File: config.mk
export PLATFORM = sky130hd
export DESIGN_NAME = encoder8to3_seq
export DESIGN_NICKNAME = d
export VERILOG_FILES = /design/src/rtl/encoder8to3_seq.sv
export SDC_FILE = /design/constraint.sdc
export NUM_CORES = 1
export LEC_CHECK = 0
export CAP_MARGIN = 30
export CORE_ASPECT_RATIO = 0.6
export CORE_MARGIN = 3
export CORE_UTILIZATION = 55
export CTS_CLUSTER_SIZE = 14
export DETAILED_ROUTE_END_ITERATION = 12
export HOLD_SLACK_MARGIN = 0.12
export PLACE_DENSITY = 0.88
export SLEW_MARGIN = 20
export SYNTH_ARGS = -nofsm -noshare
export SYNTH_HDL_FRONTEND = slang
export SYNTH_SLANG_ARGS = --single-unit
File: constraint.sdc
create_clock -name clk -period 5.8 [get_ports clk]
set_input_delay 1.16 -clock clk [delete_from_list [all_inputs] [get_ports clk]]
set_output_delay 1.16 -clock clk [all_outputs]
set_load 0.02 [all_outputs]
File: src/rtl/encoder8to3_seq.sv
// rtl/encoder8to3_seq.sv - serial 8-to-3 priority encoder emitting one index per handshake
//
// Accepts an 8-bit request vector and emits the 3-bit index of each set bit,
// one per dout handshake, flagging the final index of the vector with dout_last.
//
// Parameters:
//   MSB_FIRST  0: lowest set bit first, 1: highest set bit first
//
// Ports:
//   clk         clock, all state changes on the rising edge
//   rst         synchronous active-high reset
//   en          gates acceptance of new vectors only
//   din         request vector
//   din_valid   din is presented
//   din_ready   block can accept din this cycle
//   dout        index of the current set bit
//   dout_valid  dout/dout_last valid
//   dout_ready  sink accepts dout this cycle
//   dout_last   current dout is the final index of the vector
//   dout_cnt    popcount of the most recently accepted vector

module encoder8to3_seq #(
    parameter bit MSB_FIRST = 1'b0
) (
    input  logic       clk,
    input  logic       rst,
    input  logic       en,
    input  logic [7:0] din,
    input  logic       din_valid,
    output logic       din_ready,
    output logic [2:0] dout,
    output logic       dout_valid,
    input  logic       dout_ready,
    output logic       dout_last,
    output logic [3:0] dout_cnt
);

    typedef enum logic {
        IDLE = 1'b0,
        EMIT = 1'b1
    } state_t;

    state_t     state;
    state_t     state_nxt;
    logic [7:0] pending;
    logic [7:0] pending_nxt;
    logic [7:0] remain;
    logic [2:0] dout_nxt;
    logic       dout_valid_nxt;
    logic       dout_last_nxt;
    logic [3:0] dout_cnt_nxt;
    logic       accept;
    logic       fire;

    // Index of the set bit that goes out first for this ordering.
    function automatic logic [2:0] pick_index(input logic [7:0] v);
        logic [2:0] idx;
        idx = 3'd0;
        if (MSB_FIRST) begin
            for (int i = 0; i < 8; i++) begin
                if (v[i]) idx = 3'(i);
            end
        end else begin
            for (int i = 7; i >= 0; i--) begin
                if (v[i]) idx = 3'(i);
            end
        end
        return idx;
    endfunction

    function automatic logic [3:0] popcount(input logic [7:0] v);
        logic [3:0] c;
        c = 4'd0;
        for (int i = 0; i < 8; i++) begin
            c = c + {3'b000, v[i]};
        end
        return c;
    endfunction

    function automatic logic single_bit(input logic [7:0] v);
        return (v != 8'd0) && ((v & (v - 8'd1)) == 8'd0);
    endfunction

    assign din_ready = (state == IDLE) && en;
    assign accept    = din_valid && din_ready;
    assign fire      = dout_valid && dout_ready;

    // Pending set once the bit currently on dout has been consumed.
    assign remain    = pending & ~(8'd1 << dout);

    always_comb begin
        state_nxt      = state;
        pending_nxt    = pending;
        dout_nxt       = dout;
        dout_valid_nxt = dout_valid;
        dout_last_nxt  = dout_last;
        dout_cnt_nxt   = dout_cnt;
        case (state)
            IDLE: begin
                if (accept) begin
                    dout_cnt_nxt = popcount(din);
                    // An all-zero vector updates the count but produces no beat.
                    if (din != 8'd0) begin
                        pending_nxt    = din;
                        dout_nxt       = pick_index(din);
                        dout_last_nxt  = single_bit(din);
                        dout_valid_nxt = 1'b1;
                        state_nxt      = EMIT;
                    end
                end
            end
            EMIT: begin
                if (fire) begin
                    if (dout_last) begin
                        pending_nxt    = 8'd0;
                        dout_valid_nxt = 1'b0;
                        dout_last_nxt  = 1'b0;
                        state_nxt      = IDLE;
                    end else begin
                        pending_nxt   = remain;
                        dout_nxt      = pick_index(remain);
                        dout_last_nxt = single_bit(remain);
                    end
                end
            end
            default: begin
                state_nxt      = IDLE;
                pending_nxt    = 8'd0;
                dout_valid_nxt = 1'b0;
                dout_last_nxt  = 1'b0;
            end
        endcase
    end

    always_ff @(posedge clk) begin
        if (rst) begin
            state      <= IDLE;
            pending    <= 8'd0;
            dout       <= 3'd0;
            dout_valid <= 1'b0;
            dout_last  <= 1'b0;
            dout_cnt   <= 4'd0;
        end else begin
            state      <= state_nxt;
            pending    <= pending_nxt;
            dout       <= dout_nxt;
            dout_valid <= dout_valid_nxt;
            dout_last  <= dout_last_nxt;
            dout_cnt   <= dout_cnt_nxt;
        end
    end

endmodule
# After elaboration in Yosys (flattened, before gate mapping)
# Index checks and enable logic that the tools add are counted.
# word_totals
in_bits	13
out_inout_bits	10
ff_bits	18
word_cells	80
# classes
bitwise	5
muxes	41
reduce_logical	13
n_eq_ne	5
shifts	1
addsub	9
# ops
operator	count
$mux W3	20
$mux W8	4
$and A8 B8 Y8	3
$add A4 B1 Y4	4
$logic_not A8 Y1	2
$pmux W8 S2	1
$reduce_bool A8 Y1	2
$sub A8 B1 Y8 const B	2
$mux W1	12
$not A8 Y8	1
$reduce_and A4 Y1	2
$shl A1 B3 Y8 const A	1
$ne A2 B2 Y1 const B	3
$pmux W1 S2	3
$pmux W3 S2	1
$logic_and A1 B1 Y1	5
$add A3 B1 Y4	1
$ne A2 B1 Y1 const B	2
$add A2 B1 Y3	1
$reduce_and A3 Y1	1
$add A1 B1 Y2	1
$reduce_and A2 Y1	1
$not A1 Y1	1

# Logic depth before layout (Yosys ltp)
# Gate-level depths: netlist of run 1.
# depth
depth_word	14
ltp_mapped	12

# Worst setup path before layout of run 1
# Ideal clock, no wire load.
# synth_timing
kind	in2reg
from	in din[0]
to	reg dout_cnt[2]
arrival_time_ns	3.537
required_time_ns	5.672
setup_ns	0.128
path_buffers	0
stages	12
path_slack_ns	2.136
cell_sequence	fa_1 -> inv_1 -> fa_1 -> fa_1 -> inv_1 -> ha_1 -> inv_1 -> fa_1 -> xor2_1 -> nor2_1 -> a21oi_1 -> nor2_1
# synth_between
elab_chain_cells	7
# synth_rtl
element	line	source
from (decl)	28	input logic [7:0] din,
$add A1 B1 Y2	75	c = c + {3'b000, v[i]};
$add A2 B1 Y3	75	
$add A3 B1 Y4	75	
$add A4 B1 Y4 (4 in series)	75	
to (signal assigned)	149	dout_cnt <= dout_cnt_nxt;
to (decl)	35	output logic [3:0] dout_cnt
# Every way passes these cells.
# A chain may end at the register's enable or synchronous reset.

# Worst setup path in the final report of run 1
# Ends and elaborated chain as after synthesis.

==> impl_metrics.env, run 1 <==
export IMPL_io_buffers=22
export IMPL_io_pins=23
export IMPL_synth_seq_cells=18
export IMPL_die_x_um=75.1
export IMPL_syn_num_nets=221
export IMPL_hold_depth=2
export IMPL_diodes=0
export IMPL_r2r_cells=6
export IMPL_reg2reg_to="dout[0]"
export IMPL_pwr_density_cell_nw_per_um2=213
export IMPL_rows=14
export IMPL_final_layout_size_suffix_gt1_frac=0.0896
export IMPL_nNetsFinal=235
export IMPL_synth_top_area_share=0.229
export IMPL_worst_setup_path_end_kind="register"
export IMPL_yosysMostFrequentCell="nor2_1"
export IMPL_dieArea_um2=3560
export IMPL_cp_start_kind="primary input"
export IMPL_min_to="dout_cnt[0]"
export IMPL_syn_inst=199
export IMPL_status="finished clean"
export IMPL_vias=1660
export IMPL_dr_wl_met3_um=475
export IMPL_drv_slew=0
export IMPL_skew_ns=0.00260
export IMPL_wl_per_cell_um=17.2
export IMPL_layout_setup_ws_ns=1.62
export IMPL_cts_sinks=18
export IMPL_setup_violations=0
export IMPL_grt_first_pass_wirelength_mm=6.76
export IMPL_min_from="dout_cnt[0]"
export IMPL_hpwl_mm=3.15
export IMPL_hold_buffers=0
export IMPL_worst_pin_slew_ns=0.789
export IMPL_cp_arrival_ns=4.30
export IMPL_syn_area_um2=1580
export IMPL_cts_max_level=1
export IMPL_grt_max_degree=21
export IMPL_initial_core_util=0.604
export IMPL_post_place_ws_ns=1.40
export IMPL_crit_fanout=5
export IMPL_yosysUniqueCellTypes=52
export IMPL_maxCapViolCount=0
export IMPL_synth_common_cells="nor2_1 (22), dfxtp_1 (18), inv_1 (17), o21ai_0 (17), a21oi_1 (14)"
export IMPL_cts_path_max_buffers=2
export IMPL_fin_crit_ns=4.18
export IMPL_drtIter0Drc=250
export IMPL_grt_pass1_vias=1411
export IMPL_yosys_top_cells_area="dfxtp_1 (23%), o21ai_0 (5.4%), nor2_1 (5.2%)"
export IMPL_critPathMaxStageDelay_ns=0.59
export IMPL_clk_pin_slew_ns=0.07
export IMPL_wirelength_mm=4.20
export IMPL_p_leak_nw=0.716
export IMPL_min_delay_path_class="reg -> reg"
export IMPL_drt_met1_wl_mm=1.91
export IMPL_tns_ns=0
export IMPL_via_per_inst=6.80
export IMPL_async_flop_share=0
export IMPL_worstPathRequired_ns=5.92
export IMPL_top_layer="met4"
export IMPL_ctsResizeCount=0
export IMPL_cts_root_buffer="clkbuf_8"
export IMPL_fmax_ghz=0.239
export IMPL_timing_hold_violations_final=0
export IMPL_crit_type="in -> reg"
export IMPL_slew_headroom=0.472
export IMPL_synthFlopType="dfxtp_1"
export IMPL_synth_largest_area_cell="dfxtp_1"
export IMPL_place_congestion=0.937
export IMPL_die_h_um=47.5
export IMPL_synth_edf_count=0
export IMPL_syn_to_final_growth_pct=15.7
export IMPL_reg2reg_from="state"
export IMPL_grt_antenna_before_repair=0
export IMPL_r2r_slack_ns=3.28
export IMPL_gr_total_overflow=0
export IMPL_post_cts_setup_buffers=0
export IMPL_crit_top_cell="fa_1"
export IMPL_core_area_um2=2610
export IMPL_slowest_stage="fa_1"
export IMPL_syn_avg_cell_area_um2=7.92
export IMPL_fin_crit_sh=0.721
export IMPL_clk_latency_ns=0.26
export IMPL_synth_yosys_seq_area_share=0.229
export IMPL_synth_warnings=0
export IMPL_ant_nets=0
export IMPL_drc=0
export IMPL_ir_worst_vdd_mv=0.157
export IMPL_numCtsBuffers=3
export IMPL_path_cells="clkdlybuf4s50_1 > fa_1 > inv_1 > fa_1 > fa_1 > inv_1 > ha_1 > inv_1 > fa_1 > xor2_1 > nor2_1 > a21oi_1 > nor2_1"
export IMPL_rsz0062_at_grt="false"
export IMPL_wl_met2_mm=1.69
export IMPL_grt_usage=0.259
export IMPL_cts_tree="done"
export IMPL_dr_pass1_iters=5
==> stage by stage <==
step | total power, mW | hold slack, ns | util | instances | area, um2
final | 0.388 | 0.503 | 0.698 | 244 | 1820
after global routing | 0.411 | 0.522 | 0.698 | 244 | 1820
after CTS | 0.388 | 0.511 | 0.698 | 244 | 1820
after detailed placement | 0.280 | 0.493 | 0.677 | 240 | 1770
after global placement | 0.275 | 0.471 | 0.677 | 240 | 1770
after floorplan | 0.239 | 0.513 | - | 199 | 1580
==> cell families (layout without fill, tap and decap cells) <==
kind of cell,after synthesis,count (layout),share of synthesized area
AO/OA/AOI/OAI,71,71,0.325
multiplexers,10,10,0.0715
buffers and inverters,30,43,0.0834
adder cells (fa/ha/maj),10,10,0.0969
flip-flops,18,18,0.229
XOR/XNOR,2,2,0.0111
AND/OR/NAND/NOR,58,58,0.183
==> worst max-delay path, delay by kind of cell <==
family                     cells  cell delay (ns)
AOI/OAI and AO/OA              1             0.12
adders and majority gates      5             2.05
xor gates and xnor gates       1             0.16
buffers and inverters          4             0.71
and+or+nand+nor                2             0.11
==> registers in the layout (all words and copies together), names as in the netlist <==
register    cells
dout_valid      1
pending         8
dout            3
state           1
dout_cnt        4
dout_last       1
==> area by class of cell <==
type / count / area, um2
fill: 221 / 787
tap: 32 / 40.0
inverter: 17 / 63.8
timing repair buffer: 22 / 220
clock buffer: 4 / 55.1
multi-input combinational: 151 / 1080
sequential: 18 / 360
==> cells in the final DEF, fill, tap and decap left out, types with 2 or more instances in the layout <==
cell type / count
nand2b_1: 4
clkdlybuf4s50_1: 22
a22oi_1: 3
dfxtp_1: 18
a31oi_1: 5
o22ai_1: 8
nor3_1: 4
o21a_1: 2
a21oi_1: 14
o31ai_1: 2
nand3_1: 6
mux2_4: 2
a211oi_1: 2
o32ai_4: 2
mux2_2: 2
xor2_1: 2
inv_1: 17
fa_1: 4
clkbuf_8: 4
nor2_1: 22
o21ai_0: 17
nor2b_1: 2
mux2i_1: 6
nor3b_1: 2
nand2_1: 10
a31oi_2: 2
ha_1: 5
==> power breakdown <==
part | total, mW | internal, mW | switching, mW | leakage (nW)
Combinational | 0.130 | 0.0588 | 0.0712 | 0.540
Sequential | 0.152 | 0.132 | 0.0198 | 0.147
Clock | 0.107 | 0.0605 | 0.0463 | 0.0288
==> worst max-delay path by stage <==
stage          startpoint          end
2_1_floorplan      din[0]  dout_cnt[2]
3_3_place_gp       din[0]  dout_cnt[2]
3_5_place_dp       din[0]  dout_cnt[2]
4_1_cts            din[0]  dout_cnt[2]
5_1_grt            din[0]  dout_cnt[2]
6_report           din[0]  dout_cnt[2]
==> metal layers <==
layer	vias up	global-route usage
li1	758	-
met2	117	0.344
met4	0	0.106
met1	768	0.385
met5	-	0
met3	17	0.0776
Note: power is estimated with default switching activity, not from simulation.
==> inputs of run 2 (changes only) <==
- CORE_UTILIZATION: 55 -> 54
- PLACE_DENSITY: 0.88 -> 0.86
- clock period: 5.8 -> 4.15 ns (I/O delays scaled with it)
==> run 2 against run 1 <==
Design area grew 0.96%; first-iteration DRC count grew 20%; sequential power grew 40%; die area grew 1.7%; non-clock buffer count grew 1; hold slack gained 0.011 ns; critical endpoint is now dout_cnt[1]; largest cell class unchanged; largest power group unchanged.
==> impl_metrics.env, run 2 (same netlist as run 1, synthesis figures left out) <==
export IMPL_cp_arrival_ns=3.90
export IMPL_cts_max_level=1
export IMPL_cts_root_buffer="clkbuf_8"
export IMPL_tns_ns=0
export IMPL_wl_per_cell_um=17.1
export IMPL_ant_nets=0
export IMPL_clk_pin_slew_ns=0.07
export IMPL_cts_sinks=18
export IMPL_worst_setup_path_end_kind="register"
export IMPL_mostFrequentLayoutCells="nor2_1 (22), clkdlybuf4s50_1 (22), dfxtp_1 (18)"
export IMPL_drtIter0Drc=299
export IMPL_timing_hold_violations_final=0
export IMPL_ir_worst_vdd_mv=0.215
export IMPL_reg_top3="pending: 8 flops, dout_cnt: 4 flops, dout: 3 flops"
export IMPL_setup_violations=0
export IMPL_worstPathRequired_ns=4.26
export IMPL_gr_total_overflow=0
export IMPL_clk_latency_ns=0.26
export IMPL_die_h_um=47.8
export IMPL_final_util=0.696
export IMPL_p_sw_frac=0.351
export IMPL_drc=0
export IMPL_regArea_um2=360
export IMPL_wirelength_mm=4.33
export IMPL_fmax_ghz=0.264
export IMPL_diodes=0
export IMPL_hold_buffers=0
export IMPL_pwr_density_cell_nw_per_um2=295
export IMPL_syn_to_final_growth_pct=16.8
export IMPL_comb_power_share=0.336
export IMPL_p_int_mw=0.352
export IMPL_io_pins=23
export IMPL_min_delay_path_class="reg -> reg"
export IMPL_drv_slew=0
export IMPL_cp_start_kind="primary input"
export IMPL_largest_reg_flops=8
export IMPL_multi_input_area_um2=1080
export IMPL_maxCapViolCount=0
export IMPL_p_leak_nw=0.721
export IMPL_dr_pass1_iters=6
export IMPL_fin_crit_ns=3.79
export IMPL_final_layout_size_suffix_gt1_frac=0.0939
export IMPL_status="finished clean"
export IMPL_power_switching_mw=0.191
export IMPL_grt_antenna_before_repair=0
export IMPL_top_register="pending"
export IMPL_post_cts_setup_buffers=0
export IMPL_crit_type="in -> reg"
export IMPL_grt_max_degree=21
export IMPL_via_per_inst=6.48
export IMPL_rows=14
export IMPL_core_area_um2=2650
export IMPL_die_x_um=75.7
export IMPL_worst_pin_slew_ns=0.814
export IMPL_power_share_sequential=0.392
export IMPL_slew_headroom=0.456
export IMPL_initial_core_util=0.596
export IMPL_grt_pass1_vias=1419
export IMPL_dieArea_um2=3620
export IMPL_nNetsFinal=236
export IMPL_power_frac_clock=0.272
export IMPL_vias=1639
export IMPL_dp_cells=249
export IMPL_grt_first_pass_wirelength_mm=6.87
export IMPL_place_congestion=0.882
export IMPL_skew_ns=0.00394
export IMPL_numCtsBuffers=3
export IMPL_fin_crit_sh=0.913
export IMPL_crit_fanout=5
export IMPL_grt_usage=0.263
export IMPL_io_buffers=22
export IMPL_fill_cells=207
export IMPL_rsz0062_at_grt="false"
export IMPL_cts_path_max_buffers=2
export IMPL_final_cell_count_no_fill=253
export IMPL_hpwl_mm=3.31
export IMPL_ctsResizeCount=0
export IMPL_cts_tree="done"
run 2: area by class of cell:
cell class                 instances  area share
clock buffer                       4      0.0299
inverter                          17      0.0347
multi-input combinational        151       0.589
sequential                        18       0.196
tap                               40      0.0272
timing repair buffer              23       0.124
run 2: worst max-delay path, stage by stage:
cell and delay, ns:
clkdlybuf4s50_1 0.50, fa_1 0.54, inv_1 0.05, fa_1 0.51, fa_1 0.41, inv_1 0.07, ha_1 0.16, inv_1 0.06
fa_1 0.48, nor2_1 0.04, a21oi_1 0.16, nor2_1 0.08
run 2: path summary, 6_finish.rpt:
check,startpoint,endpoint,slack [ns],cells past startpoint
min,dout_cnt[2],dout_cnt[2],0.51,2
min reg2reg,dout_cnt[2],dout_cnt[2],0.51,2
max,din[1],dout_cnt[1],0.36,12
max reg2reg,state,dout[0],1.63,6
run 2: power by group through the flow:
stage               logic (mW)  registers, mW  clock network, mW
finish                   0.182          0.213              0.147
global route             0.204          0.215              0.159
CTS                      0.180          0.211              0.151
detailed placement       0.178          0.215                  0
global placement         0.171          0.213                  0
floorplan                0.128          0.206                  0
run 2: per-layer routing:
metal | global-route usage | up-vias | wire, um
met5 | 0 | - | 0
met3 | 0.0901 | 19 | 589
met4 | 0.125 | 0 | 131
li1 | - | 755 | -
met2 | 0.365 | 122 | 1770
met1 | 0.365 | 743 | 1840
run 2: through the flow:
step	worst slack, ns	power (mW)	hold slack (ns)	area, um2
after global placement	0.201	0.384	0.470	1790
after global routing	0.253	0.577	0.553	1840
after detailed placement	0.145	0.393	0.498	1790
after floorplan	0.816	0.334	0.513	1580
final	0.361	0.542	0.514	1840
after CTS	0.362	0.543	0.514	1840
